## src/rtl/pipe_pkg.sv

```systemverilog
// Shared pipeline types and constants for the fetch/decode slice.
package pipe_pkg;

   typedef logic [31:0] word_t;

   localparam word_t RESET_PC_DEF = 32'h0000_3000;

   // Comparator condition codes driven by the decoder
   localparam logic [2:0] BCP_EQ  = 3'b000;
   localparam logic [2:0] BCP_NE  = 3'b001;
   localparam logic [2:0] BCP_LEZ = 3'b010;
   localparam logic [2:0] BCP_GTZ = 3'b011;
   localparam logic [2:0] BCP_LTZ = 3'b100;
   localparam logic [2:0] BCP_GEZ = 3'b101;

endpackage

```

## src/rtl/sat_counter.sv

```systemverilog
// Up-counter that sticks at all-ones instead of wrapping.
module sat_counter #(
   parameter int W = 16
) (
   input  logic         clk,
   input  logic         reset_n,
   input  logic         en,
   input  logic         inc,
   output logic [W-1:0] count
);

   always_ff @(posedge clk or negedge reset_n) begin
      if (!reset_n)
         count <= '0;
      else if (en && inc && count != '1)
         count <= count + W'(1);
   end

endmodule

```

## src/rtl/branch_pc_unit.sv

```systemverilog
// Fetch PC owner: next-PC select, deferred redirect
// while imem stalls, and branch statistics.
module branch_pc_unit
   import pipe_pkg::*;
#(
   parameter word_t RESET_PC = RESET_PC_DEF,
   parameter int    CNT_W    = 16
) (
   input  logic             clk,
   input  logic             reset_n,
   input  logic             stall,
   input  logic             imem_ready,
   input  logic             id_valid,
   input  logic [31:0]      id_pc,
   input  logic             is_branch,
   input  logic             zero,
   input  logic [15:0]      imm16,
   input  logic             is_jump,
   input  logic [25:0]      instr_index,
   input  logic             is_jr,
   input  logic [31:0]      jr_target,
   output logic [31:0]      pc,
   output logic [31:0]      pc_plus4,
   output logic             imem_req,
   output logic             redirect,
   output logic [CNT_W-1:0] br_total,
   output logic [CNT_W-1:0] br_taken
);

   logic  req_q;
   logic  pend_valid;
   word_t pend_target;
   logic  id_fire;
   logic  ev;
   logic  adv;
   word_t id_pc_plus4;
   word_t br_off;
   word_t target;

   assign pc_plus4    = pc + 32'd4;
   assign id_pc_plus4 = id_pc + 32'd4;
   assign br_off      = {{14{imm16[15]}}, imm16, 2'b00};

   assign imem_req = req_q & reset_n;
   assign id_fire  = id_valid && !stall;
   assign ev       = id_fire &&
                     (is_jr || is_jump ||
                      (is_branch && zero));
   assign adv      = imem_ready && !stall && req_q;

   // jr outranks jump, jump outranks branch
   always_comb begin
      target = id_pc_plus4 + br_off;
      if (is_jr)
         target = jr_target;
      else if (is_jump)
         target = {id_pc_plus4[31:28],
                   instr_index, 2'b00};
   end

   always_ff @(posedge clk or negedge reset_n) begin
      if (!reset_n) begin
         pc          <= RESET_PC;
         pend_valid  <= 1'b0;
         pend_target <= '0;
         redirect    <= 1'b0;
         req_q       <= 1'b0;
      end else begin
         req_q    <= 1'b1;
         redirect <= 1'b0;
         if (adv && ev) begin
            pc         <= target;
            pend_valid <= 1'b0;
            redirect   <= 1'b1;
         end else if (adv && pend_valid) begin
            pc         <= pend_target;
            pend_valid <= 1'b0;
            redirect   <= 1'b1;
         end else if (adv) begin
            pc <= pc_plus4;
         end else if (ev) begin
            // latest event wins over any older pending one
            pend_valid  <= 1'b1;
            pend_target <= target;
         end
      end
   end

   sat_counter #(.W(CNT_W)) u_total (
      .clk     (clk),
      .reset_n (reset_n),
      .en      (id_fire && is_branch),
      .inc     (1'b1),
      .count   (br_total)
   );

   sat_counter #(.W(CNT_W)) u_taken (
      .clk     (clk),
      .reset_n (reset_n),
      .en      (id_fire && is_branch),
      .inc     (zero),
      .count   (br_taken)
   );

endmodule

```

## config.mk

```make
export PLATFORM = sky130hd
export DESIGN_NAME = branch_pc_unit
export DESIGN_NICKNAME = d
export VERILOG_FILES = /design/src/rtl/pipe_pkg.sv /design/src/rtl/sat_counter.sv /design/src/rtl/branch_pc_unit.sv
export SDC_FILE = /design/constraint.sdc
export NUM_CORES = 1
export LEC_CHECK = 0
export ABC_AREA = 0
export BUFFER_PORTS_ARGS = -buffer_cell sky130_fd_sc_hd__buf_2
export CORE_MARGIN = 3
export CORE_UTILIZATION = 40
export CTS_CLUSTER_SIZE = 8
export DETAILED_ROUTE_END_ITERATION = 8
export PLACE_DENSITY = 0.68
export SETUP_SLACK_MARGIN = 0.15
export SYNTH_ARGS = -nofsm -noshare
export SYNTH_HDL_FRONTEND = slang
export SYNTH_SLANG_ARGS = --single-unit
```

## constraint.sdc

```tcl
create_clock -name clk -period 2.5 [get_ports clk]
set_input_delay 0.375 -clock clk [delete_from_list [all_inputs] [get_ports clk]]
set_output_delay 0.375 -clock clk [all_outputs]
set_load 0.01 [all_outputs]
```

# ---- Word-level counts from Yosys, hierarchy flattened
# Cells that the tools add are included.
dict set report word_totals {
  inputBits 115
  out_inout_bits 98
  regBits 99
}
dict set report op_classes {
  n_mux 11
  addsub 5
  bitwise_logic 4
  n_eq_ne 3
  n_reduce_logical 18
}
# operator count
set op_table {}
lappend op_table {{$mux 32} 5}
lappend op_table {{$add 32x3->32 const B} 2}
lappend op_table {{$add 16x1->16 const B} 2}
lappend op_table {{$add 32x32->32} 1}
lappend op_table {{$ne 16x16->1 const B} 2}
lappend op_table {{$logic_and 1x1->1} 11}
lappend op_table {{$mux 1} 6}
lappend op_table {{$reduce_bool 3->1} 2}
lappend op_table {{$reduce_and 4->1} 1}
lappend op_table {{$ne 3x1->1 const B} 1}
lappend op_table {{$not 1->1} 3}
lappend op_table {{$logic_or 1x1->1} 2}
lappend op_table {{$reduce_and 2->1} 1}
lappend op_table {{$and 1x1->1} 1}
lappend op_table {{$logic_not 1->1} 1}

# ---- Logic depth before layout (Yosys ltp)
dict set report depth {
  word_depth 7
  ltp_mapped 17
  ltp_nobuf 16
}

# ---- Modules after synthesis
# From an unflattened synthesis, not the netlist that was laid out.
dict set report hier_totals {
  hier_cells 1021
  area_unflattened_um2 8195.4
}
# mod cells_per_inst area_each_um2 seq_area_each_um2 n_inst
set modules_own_cells {}
lappend modules_own_cells {branch_pc_unit 873 6588.8 1679.1 1}
lappend modules_own_cells {sat_counter 74 803.3 400.4 2}

# ---- Worst setup path before layout
# Ideal clock, no wire load.
dict set report synth_path {
  kind {input port to flip-flop}
  start {input port id_pc[5]}
  end {register pc[27]}
  stages 17
  setup_ns 0.139
  path_slack_ns -1.115
  n_path_buf 1
  t_arrival_ns 3.477
  cell_sequence {and3_1 > and2_1 > buf_2 > nand4_1 > nor2_1 > nand3_1 > xnor2_1 > ha_1 > o21a_1 > a211oi_2 > o21bai_1 > a2111o_1 > o21ai_1 > o21ai_1 > xor2_1 > a222oi_1 > o221ai_1}
}
dict set report synth_via {
  elab_chain_cells 5
}
# element line
set synth_lines {}
lappend synth_lines {{start, declared} branch_pc_unit.sv:14} ;# input logic [31:0] id_pc,
lappend synth_lines {{$add 32x3->32} branch_pc_unit.sv:41} ;# assign id_pc_plus4 = id_pc + 32'd4;
lappend synth_lines {{$add 32x32->32} branch_pc_unit.sv:53} ;# target = id_pc_plus4 + br_off;
lappend synth_lines {{$mux 32} branch_pc_unit.sv:56} ;# else if (is_jump)
lappend synth_lines {{$mux 32} branch_pc_unit.sv:54} ;# if (is_jr)
lappend synth_lines {{$mux 32} branch_pc_unit.sv:71} ;# if (adv && ev) begin
lappend synth_lines {{end signal, assigned} branch_pc_unit.sv:72} ;# pc <= target;
lappend synth_lines {{end signal, assigned} branch_pc_unit.sv:76} ;# pc <= pend_target;
lappend synth_lines {{end signal, assigned} branch_pc_unit.sv:80} ;# pc <= pc_plus4;
lappend synth_lines {{end, declared} branch_pc_unit.sv:22} ;# output logic [31:0] pc,
# Every way passes these cells.
# A chain may end at the register's enable or synchronous reset.

# ---- Worst setup path after layout
dict set report layout_path {
  start {input port id_pc[6]}
  end {register pc[31]}
}
dict set report layout_via {
  elab_chain_cells 5
}
# element line
set layout_lines {}
lappend layout_lines {{$add 32x3->32 *} branch_pc_unit.sv:41}
lappend layout_lines {{$add 32x32->32} branch_pc_unit.sv:53}
lappend layout_lines {{$mux 32 *} branch_pc_unit.sv:56}
lappend layout_lines {{$mux 32 *} branch_pc_unit.sv:54}
lappend layout_lines {{$mux 32 *} branch_pc_unit.sv:71}
# Mark *: on every way between the ends. The rest lies on a longest branch, timed or not.

==> qor.csv <==
stage,metric,value,unit
clocking,cts_num_sinks,99,
yosys,yosys_register_bits,99,
clocking,clock_tree.root_cell,clkbuf_16,
timing,rsz0062_at_grt,yes,
timing,tightest_slew,610,ps
timing,timing.final.ws_setup,-843,ps
floorplan,die-width,147,um
clocking,cts_made_buffers,9,
yosys,synth_warnings,0,
detailed_routing,routed_wl,27900,um
floorplan,ios,213,
yosys,yosys_most_used_dff,dfrtp_1,
clocking,cts_tree,yes,
yosys,synth_area_leaders,"dfrtp_1, xnor2_1, nand2_1, ha_1, o21ai_0",
timing,setup_viol,61,
finish,diodes,0,
power,max-vdd-ir-drop,0.345,mV
setup_path,arrival,3560,ps
timing,holdWs,103,ps
yosys,async_flop_share,100,%
power,p_leak,0.00588,uW
yosys,synthCells,962,
clocking,cts.clk_slew.worst_paths,70,ps
floorplan,core,19100,um2
clocking,htree_levels,3,
status,violations,negative setup slack,
setup_path,worstSetupPathType,primary input to flip-flop,
place,dp_hpwl,20700,um
timing,finalHoldViolCount,0,
timing,finalClockSkew,9.16,ps
yosys,synth-edff-count,0,
place,numPortBuffers,212,
setup_path,ff2ff_setup_slack,-140,ps
detailed_routing,drtAntennaViolNets,0,
detailed_routing,post_drt_wl_per_cell,16.8,um
yosys,netlist_area,7940,um2
global_route,grt_max_degree,100,
yosys,synth.yosys.seq_area_share,31.2,%
timing,fmax,0.299,GHz
detailed_routing,drc,0,
global_route,grt_pass1_vias,8430,
timing,finalCritPeriodShare,134,%
yosys,yosys-top-cells-count,"nand2_1, dfrtp_1, xnor2_1",
finish,final_net_count,1549,
global_route,grt_pass1_wl,43000,um
global_route,antenna_found_initial,1,
detailed_routing,vias_per_cell,5.32,
floorplan,rows,50,
yosys,ys_types,74,
job,maxCapViolCount,0,
setup_path,path_max_fanout,5,
setup_path,endpoint_kind,flip-flop,
power,power_density,566,nW/um2
yosys,syn_area_per_cell,8.25,um2
finish,fillers,1569,
yosys,synth.most_common_cell,nand2_1,
setup_path,worstPathRequired,2720,ps
place,place_congestion,0.912,
floorplan,design.die.area,21600,um2
floorplan,start_util,41.6,%
detailed_routing,firstDrtPassIters,5,
yosys,yosysTopAreaCell,dfrtp_1,
finish,drive_gt1_share,44.9,%
clocking,clockBufferDepth,2,
finish,area_growth,55.4,%
floorplan,die_height,147,um
global_route,track_usage,24.2,%
timing,drv_slew,0,
timing,fin_tns_setup,-26690,ps
clocking,clkLatencyLatePin,350,ps
timing,relSlewSlack,59.3,%
detailed_routing,drtIter0Drc,486,
yosys,syn-num-nets,1116,
timing,period_needed,3340,ps
worst_hold_path,hp-class,primary input to asynchronous set/reset pin,
detailed_routing,dr_total_vias,8824,
clocking,hold_buffers,0,
status,outcome,finished with violations,
yosys,synth_top_cell_area_share,30.6,%
global_route,gr-total-overflow,0,
setup_path,startpoint_type,primary input,
## worst paths after layout
kind,from,end,cells after the start
worst max register to register,pc[12],pc[31],11
worst max-delay path,id_pc[6],pc[31],19
worst min-delay path,reset_n,u_total.count[0],2
max in group asynchronous,reset_n,pc[15],2
worst min register to register,pend_target[6],pend_target[6],2
min in group clk,jr_target[31],pend_target[31],3
## report_power, final
part	switching (uW)	internal, uW	total (uW)
combinational	1740	1660	3390
sequential	369	1930	2300
clock	606	675	1280
total	2710	4270	6980
## cell usage in the layout (no fill, tap or decap), types with 5 or more instances in the layout
cell type,count
a21oi_2,13
xnor2_1,55
dfrtp_1,97
o21a_1,14
nand3_1,30
and3_1,15
xor2_1,27
ha_1,30
nor3_1,15
a21oi_1,41
a22oi_1,8
o211ai_1,24
buf_4,224
xnor2_2,16
buf_2,200
clkbuf_16,9
nor2_4,6
a21o_1,14
nand2b_1,17
o21ai_0,29
a31oi_1,12
mux2i_1,12
ha_4,6
a211oi_1,6
nand2_2,8
o21ai_1,32
nor2_1,63
o21ai_2,12
o21bai_1,5
nor2b_1,5
nand2_1,132
nand3_4,7
buf_6,40
inv_1,13
nand4_1,26
## worst max-delay path, stage by stage
cell and delay, ps:
buf_6 70, and3_4 180, and2_4 160, nand4_1 150
nor2_4 180, buf_4 140, nand3_2 90, xnor2_2 150
ha_1 320, nand2_1 120, nor4_2 60, a21o_2 230
a2111o_1 430, buf_4 160, o211ai_1 190, o211ai_2 120
xor2_1 190, nor3_1 150, o22ai_1 80
## through the flow
stage | instance area (um2) | total power [uW] | cells | setup WS (ps) | utilization [%]
6_report | 12300 | 6980 | 1660 | -843 | 64.7
5_1_grt | 12300 | 7400 | 1660 | -1060 | 64.7
4_1_cts | 11700 | 6740 | 1633 | -849 | 61.6
3_5_place_dp | 10600 | 5140 | 1582 | -1290 | 55.8
3_3_place_gp | 10600 | 5090 | 1582 | -1230 | 55.8
2_1_floorplan | 8070 | 3820 | 962 | -1010 | -
## cell type report
cell class	count	area, um2	share of cell area (%)
Inverter	14	52.6	0.426
Clock inverter	6	42.5	0.345
Sequential cell	99	2480	20.1
Multi-Input combinational cell	804	6030	48.8
Clock buffer	10	229	1.86
Tap cell	260	325	2.64
Timing Repair Buffer	467	3180	25.8
## layer usage
metal | vias to the layer above | wire length [um] | track usage (%)
met5 | - | 13 | 0
met4 | 2 | 820 | 7.92
met3 | 54 | 1610 | 2.62
met2 | 306 | 13000 | 39.3
met1 | 4129 | 12500 | 34.0
li1 | 4333 | - | -
## flip-flops by register name, summed over array words and instances, names as in the netlist
signal         flops
u_total.count     16
redirect           1
req_q              1
pend_valid         1
u_taken.count     16
pc                32
pend_target       32
## logic make-up (layout without fill, tap and decap cells)
group / count (synthesis) / after routing / share of synthesized area [%]
xor+xnor: 107 / 107 / 11.8
flops: 99 / 99 / 31.2
compound gates: 271 / 271 / 22.0
mux: 16 / 16 / 2.08
other cells: 1 / 1 / 0.0472
simple gates: 370 / 370 / 22.5
fa+ha+maj: 39 / 39 / 6.24
buf+inv: 59 / 497 / 4.10
## timing repair
action | CTS | global route
setup endpoints to repair | 71 | 77
pin swaps | 94 | 67
resized for setup | 130 | 74
setup buffers | 35 | 27
Power figures use the tool's default switching activity.
